==> src/rtl/ddr_pkg.sv <==
// Shared definitions for the DDR read/write arbiter: memory command codes,
// controller state encoding and the address-advance helper.
package ddr_pkg;

    localparam int ADDR_W = 29;

    localparam logic [2:0] CMD_WR = 3'b000;
    localparam logic [2:0] CMD_RD = 3'b001;

    typedef enum logic [2:0] {
        ST_INIT     = 3'd0,
        ST_IDLE     = 3'd1,
        ST_WRITE    = 3'd2,
        ST_READ     = 3'd3,
        ST_RD_DRAIN = 3'd4
    } ddr_state_t;

    // Next beat address; the 29-bit result wraps naturally modulo 2^29.
    function automatic logic [ADDR_W-1:0] next_addr(input logic [ADDR_W-1:0] addr,
                                                    input int unsigned      step);
        logic [31:0] w_step;
        w_step = step;
        return addr + w_step[ADDR_W-1:0];
    endfunction

endpackage

==> src/rtl/ddr_rr_arb2.sv <==
// Two-way round-robin grant (write / read). The last-grant register makes the
// client that was not served most recently win a simultaneous request; after
// reset the write side has priority.
module ddr_rr_arb2 import ddr_pkg::*; (
    input  logic clk,
    input  logic rst_n,
    input  logic i_en,
    input  logic i_req_wr,
    input  logic i_req_rd,
    output logic o_gnt_wr,
    output logic o_gnt_rd
);

    // High when the most recent grant went to the write client.
    logic r_last_wr;

    // Combinational grant: a lone request wins, a tie goes to the other side of r_last_wr.
    always_comb begin
        o_gnt_wr = i_en & i_req_wr & (~i_req_rd | ~r_last_wr);
        o_gnt_rd = i_en & i_req_rd & (~i_req_wr |  r_last_wr);
    end

    // Remember who was served so the next tie flips.
    always_ff @(posedge clk or negedge rst_n) begin
        if (!rst_n) begin
            r_last_wr <= 1'b0;
        end else if (o_gnt_wr) begin
            r_last_wr <= 1'b1;
        end else if (o_gnt_rd) begin
            r_last_wr <= 1'b0;
        end
    end

endmodule

==> src/rtl/ddr_rw_arbiter.sv <==
// DDR user-interface arbiter: grants one of a write client and a read client at
// a time, issues their bursts beat by beat on the memory command port, and
// waits for every read to return before granting again so writes never overtake
// reads.
module ddr_rw_arbiter import ddr_pkg::*; #(
    parameter int unsigned ADDR_STEP = 8,
    parameter int          LEN_W     = 16
) (
    input  logic              clk,
    input  logic              rst_n,
    input  logic              phy_init_done,

    input  logic              wr_req,
    input  logic [28:0]       wr_addr,
    input  logic [LEN_W-1:0]  wr_len,
    input  logic [255:0]      wr_data,
    output logic              wr_data_rd,
    output logic              wr_ack,
    output logic              wr_done,

    input  logic              rd_req,
    input  logic [28:0]       rd_addr,
    input  logic [LEN_W-1:0]  rd_len,
    output logic              rd_ack,
    output logic              rd_done,
    output logic [255:0]      rd_data,
    output logic              rd_data_valid,

    output logic [2:0]        app_cmd,
    output logic              app_en,
    output logic [28:0]       app_addr,
    output logic [255:0]      app_data,
    input  logic              app_rdy,
    input  logic              app_wdf_rdy,

    input  logic [255:0]      mem_data,
    input  logic              mem_data_valid,

    output logic              busy
);

    localparam logic [LEN_W-1:0] ONE = LEN_W'(1);

    ddr_state_t         r_state;
    logic [28:0]        r_addr;
    logic [LEN_W-1:0]   r_remain;
    logic [LEN_W-1:0]   r_out_cnt;
    logic [2:0]         r_cmd;

    logic               w_idle;
    logic               w_gnt_wr;
    logic               w_gnt_rd;
    logic               w_app_en;
    logic               w_wr_acc;
    logic               w_rd_acc;
    logic               w_rd_ret;
    logic               w_rd_final;
    logic [LEN_W-1:0]   w_out_next;

    assign w_idle = (r_state == ST_IDLE);

    ddr_rr_arb2 u_arb (
        .clk      (clk),
        .rst_n    (rst_n),
        .i_en     (w_idle),
        .i_req_wr (wr_req),
        .i_req_rd (rd_req),
        .o_gnt_wr (w_gnt_wr),
        .o_gnt_rd (w_gnt_rd)
    );

    // Beat-level handshakes; returns are only counted while a read transfer owns
    // the port, so data arriving after an aborted read is forwarded but ignored.
    always_comb begin
        w_app_en   = ((r_state == ST_WRITE) || (r_state == ST_READ)) && (r_remain != '0);
        w_wr_acc   = (r_state == ST_WRITE) && w_app_en && app_rdy && app_wdf_rdy;
        w_rd_acc   = (r_state == ST_READ) && w_app_en && app_rdy;
        w_rd_ret   = ((r_state == ST_READ) || (r_state == ST_RD_DRAIN)) &&
                     mem_data_valid && (r_out_cnt != '0);
        w_rd_final = (r_state == ST_RD_DRAIN) && w_rd_ret && (r_out_cnt == ONE);
    end

    // Outstanding-read count after this cycle; issue and return together cancel.
    always_comb begin
        w_out_next = r_out_cnt;
        if (w_rd_acc && !w_rd_ret) begin
            w_out_next = r_out_cnt + ONE;
        end else if (!w_rd_acc && w_rd_ret) begin
            w_out_next = r_out_cnt - ONE;
        end
    end

    // Controller FSM: latches the granted burst, walks the address and tracks reads in flight.
    always_ff @(posedge clk or negedge rst_n) begin
        if (!rst_n) begin
            r_state   <= ST_INIT;
            r_addr    <= '0;
            r_remain  <= '0;
            r_out_cnt <= '0;
            r_cmd     <= CMD_WR;
        end else begin
            r_out_cnt <= w_out_next;
            case (r_state)
                ST_INIT: begin
                    if (phy_init_done) begin
                        r_state <= ST_IDLE;
                    end
                end
                ST_IDLE: begin
                    // Zero-length grants complete on the spot and leave the FSM idle.
                    if (w_gnt_wr && (wr_len != '0)) begin
                        r_state  <= ST_WRITE;
                        r_addr   <= wr_addr;
                        r_remain <= wr_len;
                        r_cmd    <= CMD_WR;
                    end else if (w_gnt_rd && (rd_len != '0)) begin
                        r_state  <= ST_READ;
                        r_addr   <= rd_addr;
                        r_remain <= rd_len;
                        r_cmd    <= CMD_RD;
                    end
                end
                ST_WRITE: begin
                    if (w_wr_acc) begin
                        r_addr   <= next_addr(r_addr, ADDR_STEP);
                        r_remain <= r_remain - ONE;
                        if (r_remain == ONE) begin
                            r_state <= ST_IDLE;
                        end
                    end
                end
                ST_READ: begin
                    if (w_rd_acc) begin
                        r_addr   <= next_addr(r_addr, ADDR_STEP);
                        r_remain <= r_remain - ONE;
                        if (r_remain == ONE) begin
                            r_state <= ST_RD_DRAIN;
                        end
                    end
                end
                ST_RD_DRAIN: begin
                    if (w_out_next == '0) begin
                        r_state <= ST_IDLE;
                    end
                end
                default: begin
                    r_state <= ST_INIT;
                end
            endcase
        end
    end

    // Output port drive; write data is the client's fall-through word, read data passes straight through.
    always_comb begin
        app_en        = w_app_en;
        app_cmd       = r_cmd;
        app_addr      = r_addr;
        app_data      = wr_data;
        wr_data_rd    = w_wr_acc;
        wr_ack        = w_gnt_wr;
        rd_ack        = w_gnt_rd;
        wr_done       = (w_wr_acc && (r_remain == ONE)) || (w_gnt_wr && (wr_len == '0));
        rd_done       = w_rd_final || (w_gnt_rd && (rd_len == '0));
        rd_data       = mem_data;
        rd_data_valid = mem_data_valid;
        busy          = (r_state == ST_WRITE) || (r_state == ST_READ) || (r_state == ST_RD_DRAIN);
    end

endmodule

==> config.mk <==
export PLATFORM = sky130hd
export DESIGN_NAME = ddr_rw_arbiter
export DESIGN_NICKNAME = d
export VERILOG_FILES = /design/src/rtl/ddr_pkg.sv /design/src/rtl/ddr_rr_arb2.sv /design/src/rtl/ddr_rw_arbiter.sv
export SDC_FILE = /design/constraint.sdc
export NUM_CORES = 1
export LEC_CHECK = 0
export ABC_AREA = 1
export BUFFER_PORTS_ARGS = -buffer_cell sky130_fd_sc_hd__buf_2
export CAP_MARGIN = 10
export CORE_AREA = 2 2 456 458
export DETAILED_ROUTE_END_ITERATION = 12
export DIE_AREA = 0 0 458 460
export GPL_TIMING_DRIVEN = 0
export SLEW_MARGIN = 20
export SYNTH_ARGS = -nofsm -noshare
export SYNTH_HDL_FRONTEND = slang
export SYNTH_SLANG_ARGS = --single-unit
==> constraint.sdc <==
create_clock -name clk -period 2.7 [get_ports clk]
set_input_delay 0.27 -clock clk [delete_from_list [all_inputs] [get_ports clk]]
set_output_delay 0.27 -clock clk [all_outputs]
set_load 0.01 [all_outputs]
# Word level (Yosys, flattened, before mapping)
# Index checks and enable logic that the tools add are counted.
dict set report word_totals {
  elab_cells 95
  register_bits 68
}
dict set report op_classes {
  n_addsub 4
  bitwise 9
  n_mux 25
  n_reduce_logical 38
  n_eq_ne 13
}
# op count
set ops {}
lappend ops {{29-bit 2-to-1 mux} 4}
lappend ops {{16-bit 2-to-1 mux} 6}
lappend ops {{29-bit one-hot mux with 3 select lines} 1}
lappend ops {{16-bit nonzero test} 4}
lappend ops {{16-bit logical NOT} 3}
lappend ops {{16-bit one-hot mux with 3 select lines} 1}
lappend ops {{16-bit by 1-bit equality test with 1-bit output (second input constant)} 2}
lappend ops {{16-bit by 1-bit subtractor with 16-bit output (second input constant)} 2}
lappend ops {{3-bit 2-to-1 mux} 10}
lappend ops {{29-bit by 4-bit adder with 29-bit output (second input constant)} 1}
lappend ops {{1-bit logical AND} 17}
lappend ops {{16-bit by 1-bit adder with 16-bit output (second input constant)} 1}
lappend ops {{3-bit one-hot mux with 5 select lines} 1}
lappend ops {{7-bit AND reduction} 1}
lappend ops {{3-bit by 2-bit equality test with 1-bit output (second input constant)} 2}
lappend ops {{2-bit by 1-bit != test with 1-bit output (second input constant)} 3}
lappend ops {{2-bit != test (second input constant)} 3}
lappend ops {{1-bit logical OR} 5}
lappend ops {{1-bit AND} 4}
lappend ops {{4-bit AND reduction} 1}
lappend ops {{2-bit nonzero test} 2}
lappend ops {{3-bit by 1-bit equality test with 1-bit output (second input constant)} 1}
lappend ops {{3-bit equality test (second input constant)} 1}
lappend ops {{3-bit logical NOT} 1}
lappend ops {{other kinds (7)} 12}

# Logic depth before layout (Yosys ltp)
# Gate-level depths: netlist of the first run.
dict set report depth {
  word_depth 12
  depth_mapped 20
}

# By module
# A second synthesis of the first run with hierarchy kept.
dict set report hier_totals {
  hier_cells 1389
  hier_area_um2 9296.4
}
# module cells_each seq_area_each_um2 instances area_each_um2
set modules_own_cells {}
lappend modules_own_cells {ddr_rw_arbiter 1378 1626.6 1 9232.6}
lappend modules_own_cells {ddr_rr_arb2 11 25.0 1 63.8}

# Least setup slack after synthesis of the first run
# Ideal clock, no wire load.
dict set report synth_timing {
  path_type {register -> register}
  start {register r_out_cnt[0]}
  end {register r_state[1]}
  slack_ns 0.660
  period_less_slack_ns 2.040
  path_stages_with_launch 18
  t_arrival_ns 1.922
  n_path_buf 1
  path_cell_list {dfrtp_1 > inv_1 > ha_1 > nand2_1 > nor2_4 > a21oi_4 > buf_4 > nand3_1 > nand3_1 > nand2_1 > nor2_1 > nand2_1 > nor2_1 > nand2_1 > nand2_2 > nand2_1 > nand2_1 > nand2_1}
}
dict set report synth_between {
  elab_chain_len 8
  elab_cells_between_ends 12
  cone_classes {add/sub (2); eq/ne (1); mux (2); reduce/logical (7)}
}
# element line_no
set synth_lines {}
lappend synth_lines {{start: declaration} ddr_rw_arbiter.sv:47} ;# logic [LEN_W-1:0] r_out_cnt;
lappend synth_lines {{start signal: assignment} ddr_rw_arbiter.sv:102} ;# r_out_cnt <= w_out_next;
lappend synth_lines {{branches (longest 4 deep; another with 16-bit by 1-bit subtractor with 16-bit output)} n/a}
lappend synth_lines {{16-bit 2-to-1 mux *} ddr_rw_arbiter.sv:86} ;# if (w_rd_acc && !w_rd_ret) begin
lappend synth_lines {{net w_out_next[12]} ddr_rw_arbiter.sv:58} ;# logic [LEN_W-1:0] w_out_next;
lappend synth_lines {{16-bit logical NOT *} ddr_rw_arbiter.sv:142} ;# if (w_out_next == '0) begin
lappend synth_lines {{2-bit by 1-bit != test with 1-bit output (no source line) *} n/a}
lappend synth_lines {{7-bit AND reduction (no source line) *} n/a}
lappend synth_lines {{end signal: assignment} ddr_rw_arbiter.sv:96} ;# r_state <= ST_INIT;
lappend synth_lines {{end signal: assignment} ddr_rw_arbiter.sv:143} ;# r_state <= ST_IDLE;
lappend synth_lines {{end signal: assignment} ddr_rw_arbiter.sv:147} ;# r_state <= ST_INIT;
lappend synth_lines {{end: declaration} ddr_rw_arbiter.sv:44} ;# ddr_state_t r_state;
# Mark *: on every way through the listed nets, which the timed path passes.
# A chain may end at the register's enable or synchronous reset.

# Final worst setup path of the first run
dict set report layout_timing {
  start {register r_state[0]}
  end {register r_addr[14] (netlist: app_addr[14])}
}
dict set report layout_between {
  elab_chain_len 8
  elab_cells_between_ends 23
  cone_classes {eq/ne (6); mux (2); bitwise (4); reduce/logical (11)}
}
# element line_no
set layout_lines {}
lappend layout_lines {{start signal: assignment} ddr_rw_arbiter.sv:96}
lappend layout_lines {{start signal: assignment} ddr_rw_arbiter.sv:106} ;# r_state <= ST_IDLE;
lappend layout_lines {{start signal: assignment} ddr_rw_arbiter.sv:112} ;# r_state <= ST_WRITE;
lappend layout_lines {{3-bit by 2-bit equality test with 1-bit output (on tied branches)} n/a}
lappend layout_lines {{1-bit logical OR} ddr_rw_arbiter.sv:75} ;# w_app_en = ((r_state == ST_WRITE) || (r_state == ST_READ)) && (r_remain != '0);
lappend layout_lines {{1-bit logical AND} ddr_rw_arbiter.sv:75}
lappend layout_lines {{1-bit logical AND (3 in series)} ddr_rw_arbiter.sv:76} ;# w_wr_acc = (r_state == ST_WRITE) && w_app_en && app_rdy && app_wdf_rdy;
lappend layout_lines {{2-bit != test (no source line)} n/a}
lappend layout_lines {{4-bit AND reduction (no source line)} n/a}
lappend layout_lines {{end signal: assignment} ddr_rw_arbiter.sv:113} ;# r_addr <= wr_addr;
lappend layout_lines {{end signal: assignment} ddr_rw_arbiter.sv:118} ;# r_addr <= rd_addr;
lappend layout_lines {{end signal: assignment} ddr_rw_arbiter.sv:125} ;# r_addr <= next_addr(r_addr, ADDR_STEP);
lappend layout_lines {{end: declaration} ddr_rw_arbiter.sv:45} ;# logic [28:0] r_addr;
# Parallel ways exist; a longest one is shown, timed or not.

==> results of run 1 <==
cell families (layout without fill, tap and decap cells):
| family | Yosys count | in the layout | synth area share |
|---|---|---|---|
| and+or+nand+nor | 497 | 498 | 0.230 |
| AOI/OAI and AO/OA | 135 | 135 | 0.0858 |
| xor gates and xnor gates | 30 | 30 | 0.0282 |
| buffers and inverters | 622 | 1290 | 0.467 |
| adders and majority gates | 8 | 8 | 0.0107 |
| DFF | 66 | 66 | 0.177 |
| other | 1 | 40 | 0.000402 |
synthesized netlist by cell type, types with 3 or more instances:
cell type	number	share of area
a21oi_1	15	0.0080
a31oi_1	21	0.014
buf_2	8	0.0043
buf_4	524	0.42
buf_6	6	0.0072
clkbuf_1	11	0.0044
dfrtp_1	66	0.18
ha_1	8	0.011
inv_1	61	0.025
inv_2	7	0.0028
nand2_1	232	0.093
nand2_2	4	0.0027
nand2_4	4	0.0048
nand3_1	56	0.030
nand3b_1	4	0.0032
nand4_1	6	0.0040
nor2_1	149	0.060
nor2_2	6	0.0040
nor3_1	14	0.0075
nor4_1	8	0.0054
o211ai_1	9	0.0072
o21ai_0	62	0.033
o22ai_1	9	0.0060
o31ai_1	6	0.0048
o32ai_1	3	0.0028
or2_2	5	0.0034
xnor2_1	6	0.0056
xor2_1	24	0.023
per-stage QoR:
stage               cells  setup slack (ns)  total power (W)  utilization
floorplan            1360             0.660          0.00646            -
global placement     4711             -1.04          0.00973       0.0774
detailed placement   4712             -1.03          0.00973       0.0776
CTS                  4732           0.00122           0.0114       0.0798
global route         4747           0.00218           0.0123       0.0802
finish               4771             0.121           0.0114       0.0805
cell type report:
class | instances | area (µm²) | share of cell area
plain buffers | 551 | 4140 | 0.250
clock inverters | 4 | 97.6 | 0.00588
repair buffers | 653 | 3310 | 0.199
multi-input cells | 673 | 3380 | 0.204
well taps | 2704 | 3380 | 0.204
diodes | 38 | 95.1 | 0.00573
flip-flops and latches | 66 | 1650 | 0.0997
clock buffers | 12 | 256 | 0.0155
inverters | 70 | 268 | 0.0161
what timing repair did:
action / in CTS / in global routing
hold buffers: 1 / 0
gates cloned: 0 / 1
hold endpoints to repair: 20 / 0
setup buffers: 4 / 0
gates resized for setup: 15 / 20
pin swaps: 5 / 4
setup endpoints to repair: 37 / 45
routing by layer:
metal | track usage | share of wire | up-vias
met3 | 0.0876 | 0.18 | 303
met1 | 0.110 | 0.35 | 5305
li1 | - | - | 5172
met4 | 0.0307 | 0.031 | 90
met2 | 0.171 | 0.44 | 1125
met5 | 0 | 0.0048 | -
state kept, by name (all words and copies together), names as in the netlist:
| register | cells |
|---|---|
| r_state | 3 |
| r_remain | 16 |
| app_cmd | 1 |
| u_arb.r_last_wr | 1 |
| r_out_cnt | 16 |
| app_addr | 29 |
worst reg2reg max path: stages, from the launching register on:
cell and delay (ns):
dfrtp_2 0.46, inv_2 0.10, nor3_4 0.06, nand3_2 0.10, inv_2 0.06, nand2_4 0.09
buf_12 0.12, inv_2 0.04, buf_6 0.16, buf_12 0.19, o211ai_1 0.85, a31oi_1 0.19
where the power goes:
group	internal [W]	total, W	switching, W
Combinational	0.00272	0.00779	0.00507
Clock	0.000954	0.00154	0.000588
Sequential	0.00149	0.00209	0.000604
Total	0.00516	0.0114	0.00626
worst min path at each step:
stage                       startpoint                      end  slack, ns  cells past startpoint
3_3_place_gp   app_addr[0]$_DFFE_PN0P_  app_addr[0]$_DFFE_PN0P_       0.46                      2
3_5_place_dp                     rst_n  r_out_cnt[15]$_DFF_PN0_       0.24                      1
2_1_floorplan                    rst_n  app_addr[0]$_DFFE_PN0P_      -0.03                      0
5_1_grt                     wr_addr[1]  app_addr[1]$_DFFE_PN0P_       0.21                      3
4_1_cts                     wr_addr[1]  app_addr[1]$_DFFE_PN0P_       0.15                      3
6_report                    wr_addr[1]  app_addr[1]$_DFFE_PN0P_       0.17                      3
==> flow_summary.yaml, run 1 <==
clock_network:
  insertion_delay_ns: 0.41
  clock_path_buffers: 2
  cts.sinks: 66
  root_buffer: "clkbuf_16"
  cts_buffers: 9
  clk_pin_slew_ns: 0.09
  htree_num_levels: 3
  cts_tree: "done"
setup_path:
  cp_slowest_cell: "o211ai_1"
  crit_path_frequent_cell: "inv_2"
  cp_max_fo: 10
  timing.rr.end: "app_addr[14]$_DFFE_PN0P_"
  regToRegStartpoint: "r_state[0]$_DFFE_PN0P_"
  crit_arrival_ns: 2.81
  critPathTopFamily: "compound AO/OA/AOI/OAI gates"
  critPathKind: "flip-flop to flip-flop"
  r2r_cells: 11
  startpoint_type: "flip-flop"
  critical_path_depth: 11
  required_ns: 2.93
  r2r_slack_ns: 0.12
  end_kind: "flip-flop"
  worst_path_largest_cell_delay_ns: 0.84
  critical_path_buf_inv_count: 6
  endpoint: "app_addr[14]$_DFFE_PN0P_"
  crit_start: "r_state[0]$_DFFE_PN0P_"
  cp_cell_sequence: "inv_2 > nor3_4 > nand3_2 > inv_2 > nand2_4 > buf_12 > inv_2 > buf_6 > buf_12 > o211ai_1 > a31oi_1"
power:
  ir_drop_mv: 0.393
  p_per_area_nw_per_um2: 689
  power.leakage_nw: 7.92
logic_synthesis:
  ys_types: 47
  yosys_warnings: 0
  synthFlopType: "dfrtp_1"
  async_flop_share: 1.00
  synth_area_um2: 9330
  yosysSeqAreaShare: 0.177
  synth_edf_count: 0
  syn_area_per_cell_um2: 6.86
  syn_inst: 1359
  synth_seq_cells: 66
min_path:
  hold_class: "primary input to flip-flop"
global_route:
  track_usage: 0.109
  grt_pass1_vias: 10700
  grt_pass1_wl_mm: 140
  antenna_found_initial: 171
  overflow: 0
  grt_max_degree: 47
timing:
  slew_headroom: 0.287
  finClkSkew_ns: 0.0273
  setup_viol: 0
  max_slew.worst_pin.slew_ns: 1.07
  rsz0062_at_grt: "no"
  fin_crit_sh: 0.955
  fmax_ghz: 0.388
  tns_ns: 0
  finalMaxSlewViolations: 0
  hold_ws_ns: 0.167
  min_period_ns: 2.58
  hold_viol_final: 0
detailed_routing:
  drt-wirelength-per-cell_um: 25.4
  first_iter_violations: 749
  vias: 12000
  totalWireLength_mm: 121
  antenna_left: 0
  drc_errors: 0
  first_pass_iters: 5
  via_per_inst: 2.51
finish:
  areaGrowthSynthToFinish_pct: 77.8
  final_cell_mix: "buf_2, buf_4, nand2_1, nor2_1, dfrtp_1"
  final_common_cell: "buf_2"
  fin_nets: 2642
  fin_area_um2: 16600
  n_fill_cell: 24400
  drive_above_1_share: 0.622
floorplanning:
  core_um2: 206000
  io-pin-count: 1162
  die_y_um: 460
  die_x_um: 458
  initial_core_util: 0.0453
  die_area_um2: 211000
  rows: 167
place:
  placed_area_um2: 16000
  place_hpwl_mm: 113
  gp_congestion: 0.994
  numPortBuffers: 647
status:
  status: "finished, final reports clean"
job:
  max_cap_violations: 0
(Power assumes the default switching activity.)
==> run 2, diff against run 1 <==
Settings changed: CORE_AREA 2 2 456 458 to 2 2 458 460, DIE_AREA 0 0 458 460 to 0 0 460 462, HOLD_SLACK_MARGIN set to 0.02.
Clock period 2.7 ns to 2.2 ns, I/O delays scaled along.
==> flow_summary.yaml, run 2 (synthesized netlist as in run 1, its figures left out) <==
status:
  status: "finished, violations left"
  violations: "negative setup slack"
power:
  intPower_w: 0.00723
  power.leakage_nw: 8.36
  p_per_area_nw_per_um2: 908
  p_sw_w: 0.00884
  combPwrFrac: 0.745
  netSwitchingFraction: 0.550
  pwr-share-seq: 0.165
  power.total_w: 0.0161
  ir_drop_mv: 0.861
  clkPwrFrac: 0.090
clock_network:
  cts_tree: "done"
  cts_buffers: 9
  insertion_delay_ns: 0.36
  clock_path_buffers: 2
  htree_num_levels: 3
  clk_pin_slew_ns: 0.06
  cts.sinks: 66
  root_buffer: "clkbuf_16"
detailed_routing:
  drt-wirelength-per-cell_um: 34.4
  antenna_left: 0
  first_iter_violations: 588
  drc_errors: 0
  via_per_inst: 2.61
  vias: 12600
  first_pass_iters: 5
  totalWireLength_mm: 167
timing:
  fmax_ghz: 0.438
  fin_crit_sh: 1.04
  slew_headroom: 0.508
  finalMaxSlewViolations: 0
  tns_ns: -0.232
  fin_ws_ns: -0.0809
  min_period_ns: 2.28
  max_slew.worst_pin.slew_ns: 0.738
  rsz0062_at_grt: "yes"
  setup_viol: 6
  finClkSkew_ns: 0.00720
  hold_viol_final: 0
min_path:
  holdPathEnd: "u_arb.r_last_wr$_DFFE_PN0P_"
  hold_depth: 3
  hold_class: "primary input to flip-flop"
  min_from: "wr_req"
finish:
  fin_area_um2: 17700
  fin_nets: 2710
  largest_reg_flops: 29
  stdcell_count: 4840
  drive_above_1_share: 0.691
  final_common_cell: "buf_2"
  areaGrowthSynthToFinish_pct: 89.8
  final_cell_mix: "buf_2, buf_4, nand2_1, nor2_1, inv_1"
floorplanning:
  die_x_um: 460
  rows: 168
  initial_core_util: 0.0448
  core_um2: 208000
  io-pin-count: 1162
  die_y_um: 462
  die_area_um2: 213000
setup_path:
  r2r_cells: 19
  r2r_slack_ns: -0.08
  critPathKind: "flip-flop to flip-flop"
  timing.rr.end: "r_state[1]$_DFFE_PN0P_"
  cp_max_fo: 5
  end_kind: "flip-flop"
  regToRegStartpoint: "r_remain[4]$_DFFE_PN0P_"
  crit_arrival_ns: 2.53
  startpoint_type: "flip-flop"
  required_ns: 2.45
place:
  numPortBuffers: 647
  place_hpwl_mm: 158
  gp_congestion: 0.937
  place_inst: 4728
  placed_area_um2: 16000
global_route:
  grt_pass1_vias: 11300
  grt_pass1_wl_mm: 186
  track_usage: 0.149
  overflow: 0
  grt_max_degree: 43
  antenna_found_initial: 223
job:
  max_cap_violations: 0
[run 2: worst max path at each step]
stage	start	endpoint	slack [ns]	depth (start not counted)
after floorplan	r_out_cnt[0]$_DFF_PN0_	r_state[1]$_DFFE_PN0P_	0.16	17
after global placement	wr_len[13]	app_addr[7]$_DFFE_PN0P_	-1.08	10
after detailed placement	wr_len[13]	app_addr[10]$_DFFE_PN0P_	-1.02	10
after CTS	r_out_cnt[1]$_DFF_PN0_	r_state[1]$_DFFE_PN0P_	-0.02	19
after global routing	r_remain[4]$_DFFE_PN0P_	r_state[1]$_DFFE_PN0P_	-0.21	19
final	r_remain[4]$_DFFE_PN0P_	r_state[1]$_DFFE_PN0P_	-0.08	19
[run 2: power by group through the flow]
stage,registers (W),clock network (W),logic [W]
global route,0.00272,0.00153,0.0130
detailed placement,0.00256,0,0.00997
CTS,0.00257,0.00148,0.0112
global placement,0.00254,0,0.00998
floorplan,0.00248,0,0.00546
finish,0.00265,0.00145,0.0120
[run 2: cell type report]
class                      count  area (µm²)
clock inverter                 4        26.3
multi-input combinational    673        3860
sequential                    66        1670
inverter                      70         283
tap                         2720        3400
fill                       24600      190000
antenna                       23        57.6
clock buffer                  12         256
buffer                       549        4260
timing repair buffer         723        3880
[run 2: worst max-delay path: stages, from the launching register on]
cell	delay [ns]
dfrtp_1	0.40
nor2_2	0.14
nand2_2	0.12
nor2_2	0.17
nand2_4	0.10
nand2_8	0.12
nand2_4	0.07
buf_4	0.14
nand2_1	0.05
nand2_1	0.05
nand2_1	0.08
nand2_2	0.07
nor2_2	0.09
nand2_1	0.07
nor2_2	0.13
nand2_1	0.07
nand2_2	0.09
nand2_2	0.07
nand2_1	0.07
nand2_1	0.04
[run 2: metal layers]
metal | GRT usage | part of all wire | wire, µm
met5 | 0 | 0.0052 | 862
met3 | 0.117 | 0.18 | 29600
met2 | 0.246 | 0.45 | 75200
met1 | 0.148 | 0.34 | 56600
met4 | 0.0229 | 0.026 | 4350
[run 2: metrics by stage]
step / util / hold slack, ns / worst slack (ns)
floorplan: - / -0.0756 / 0.160
global placement: 0.0768 / 0.467 / -1.08
detailed placement: 0.0769 / 0.192 / -1.02
CTS: 0.0819 / 0.178 / -0.0202
global route: 0.0849 / 0.175 / -0.207
finish: 0.0851 / 0.175 / -0.0809
[run 2: what timing repair did]
item	in CTS	in global routing
buffers inserted	47	22
gates cloned	4	2
resized for setup	128	126
endpoints found under the setup margin	53	50
endpoints found under the hold margin	24	0
pin swaps	34	38
hold buffers	1	0
==> run 3, diff against run 2 <==
Settings changed: CAP_MARGIN 10 to 20, CORE_AREA 2 2 458 460 to 10 10 438 440, DIE_AREA 0 0 460 462 to 0 0 448 450.
Clock period 2.2 ns to 2.3 ns, I/O delays scaled along.
==> flow_summary.yaml, run 3 (synthesized netlist as in run 1, its figures left out) <==
timing:
  fin_crit_sh: 1.02
  slew_headroom: 0.493
  setup_viol: 2
  max_slew.worst_pin.slew_ns: 0.761
  finalMaxSlewViolations: 0
  rsz0062_at_grt: "yes"
  finClkSkew_ns: 0.0135
  fin_ws_ns: -0.0358
  hold_viol_final: 0
  min_period_ns: 2.34
  fmax_ghz: 0.428
  hold_ws_ns: 0.234
  tns_ns: -0.0578
floorplanning:
  die_area_um2: 202000
  die_x_um: 448
  initial_core_util: 0.0511
  io-pin-count: 1162
  core_um2: 183000
  die_y_um: 450
  rows: 157
min_path:
  hold_class: "primary input to flip-flop"
detailed_routing:
  antenna_left: 0
  drt-wirelength-per-cell_um: 26.5
  drc_errors: 0
  via_per_inst: 2.70
  vias: 12100
  first_iter_violations: 944
  first_pass_iters: 5
  totalWireLength_mm: 119
setup_path:
  crit_arrival_ns: 2.57
  worst_path_largest_cell_delay_ns: 0.45
  cp_max_fo: 7
  critPathTopFamily: "simple AND/OR/NAND/NOR gates"
  end_kind: "flip-flop"
  critical_path_buf_inv_count: 1
  critPathKind: "flip-flop to flip-flop"
  cp_cell_sequence: "inv_2 > nand2_2 > nand2_1 > nand3_2 > a21oi_4 > nand2_4 > nand2_2 > nand2_1 > nand2_1 > nand2_2 > nor2_2 > nand2_2 > nor2_4 > nand2_2 > nand2_4 > nand2_4 > nand2_1 > nand2_1"
  required_ns: 2.54
  startpoint_type: "flip-flop"
  cp_slowest_cell: "dfrtp_2"
power:
  p_per_area_nw_per_um2: 845
  power.total_w: 0.0143
  power.leakage_nw: 8.23
  ir_drop_mv: 0.474
global_route:
  overflow: 0
  track_usage: 0.109
  grt_max_degree: 35
  grt_pass1_wl_mm: 142
  grt_pass1_vias: 11800
  antenna_found_initial: 142
finish:
  fin_nets: 2688
  multi_input_area_um2: 3750
  final_common_cell: "buf_2"
  areaGrowthSynthToFinish_pct: 81.9
  drive_above_1_share: 0.673
  largest_reg_flops: 29
  final_cell_mix: "buf_2, buf_4, nand2_1, nor2_1, o21ai_0"
  n_fill_cell: 21500
  ff_latch_area_um2: 1670
status:
  violations: "negative setup slack"
  status: "finished, violations left"
job:
  max_cap_violations: 0
clock_network:
  insertion_delay_ns: 0.36
  clk_pin_slew_ns: 0.06
  cts_tree: "done"
  htree_num_levels: 3
  cts_buffers: 9
  clock_path_buffers: 2
  cts.sinks: 66
  root_buffer: "clkbuf_16"
place:
  place_ws_ns: -1.23
  numPortBuffers: 647
  place_hpwl_mm: 111
  gp_congestion: 0.985
run 3: cell count changes in the layout (fill, tap and decap cells not counted), moves of 3 or more:
cell / previous run / this run
bufinv_16: 0 / 3
o21ai_0: 46 / 60
buf_12: 7 / 1
diode_2: 23 / 31
o21ai_1: 10 / 4
nand2_2: 36 / 25
buf_4: 586 / 569
inv_2: 6 / 9
inv_4: 6 / 3
nand2_1: 194 / 206
o21ai_2: 8 / 0
run 3: path summary, 6_finish.rpt:
| check | slack, ns | endpoint | startpoint | depth (start not counted) |
|---|---|---|---|---|
| min | 0.23 | u_arb.r_last_wr$_DFFE_PN0P_ | wr_req | 3 |
| max reg2reg | -0.04 | r_state[1]$_DFFE_PN0P_ | r_state[1]$_DFFE_PN0P_ | 18 |
| max | -0.04 | r_state[1]$_DFFE_PN0P_ | r_state[1]$_DFFE_PN0P_ | 18 |
| min reg2reg | 0.49 | app_addr[0]$_DFFE_PN0P_ | app_addr[0]$_DFFE_PN0P_ | 2 |
| max in group asynchronous | 1.15 | r_out_cnt[8]$_DFF_PN0_ | rst_n | 3 |
| min in group asynchronous | 0.53 | u_arb.r_last_wr$_DFFE_PN0P_ | rst_n | 2 |
run 3: repair_timing:
item / 4_1_cts / 5_1_grt
endpoints found under the setup margin: 53 / 46
cloned: 1 / 3
hold buffers: 1 / 0
pin swaps: 26 / 36
gates resized for setup: 84 / 93
endpoints found under the hold margin: 32 / 0
buffers inserted: 29 / 20
run 3: cell type report:
type                    instances  area share
plain buffers                 550       0.245
multi-input cells             674       0.221
repair buffers                699       0.218
well taps                    2385       0.176
flip-flops and latches         66      0.0984
inverters                      70      0.0167
clock buffers                  10      0.0141
clock inverters                 6     0.00663
diodes                         31     0.00457
run 3: worst min-delay path: stages:
cell and delay [ns]:
buf_2 0.11, nand3_2 0.10, o21ai_0 0.10
run 3: metal layers:
layer | global-route usage | routed length [µm] | vias to the layer above | share of wire
li1 | - | - | 5262 | -
met2 | 0.182 | 55400 | 941 | 0.47
met4 | 0.0122 | 2180 | 60 | 0.018
met3 | 0.0670 | 18000 | 242 | 0.15
met5 | 0 | 381 | - | 0.0032
met1 | 0.120 | 43200 | 5638 | 0.36
run 3: where the power goes:
| group | total, W | internal, W | leakage [nW] | switching, W |
|---|---|---|---|---|
| logic | 0.0101 | 0.00387 | 7.28 | 0.00623 |
| registers | 0.00252 | 0.00177 | 0.778 | 0.000751 |
| clock network | 0.00171 | 0.00109 | 0.173 | 0.000619 |
| total | 0.0143 | 0.00673 | 8.23 | 0.00760 |
run 3: through the flow:
| step | cell area [µm²] | util | std cells |
|---|---|---|---|
| after detailed placement | 15600 | 0.0853 | 4393 |
| after floorplan | 9330 | - | 1360 |
| after global routing | 16900 | 0.0926 | 4468 |
| final | 17000 | 0.0929 | 4491 |
| after CTS | 16500 | 0.0901 | 4438 |
| after global placement | 15600 | 0.0851 | 4392 |
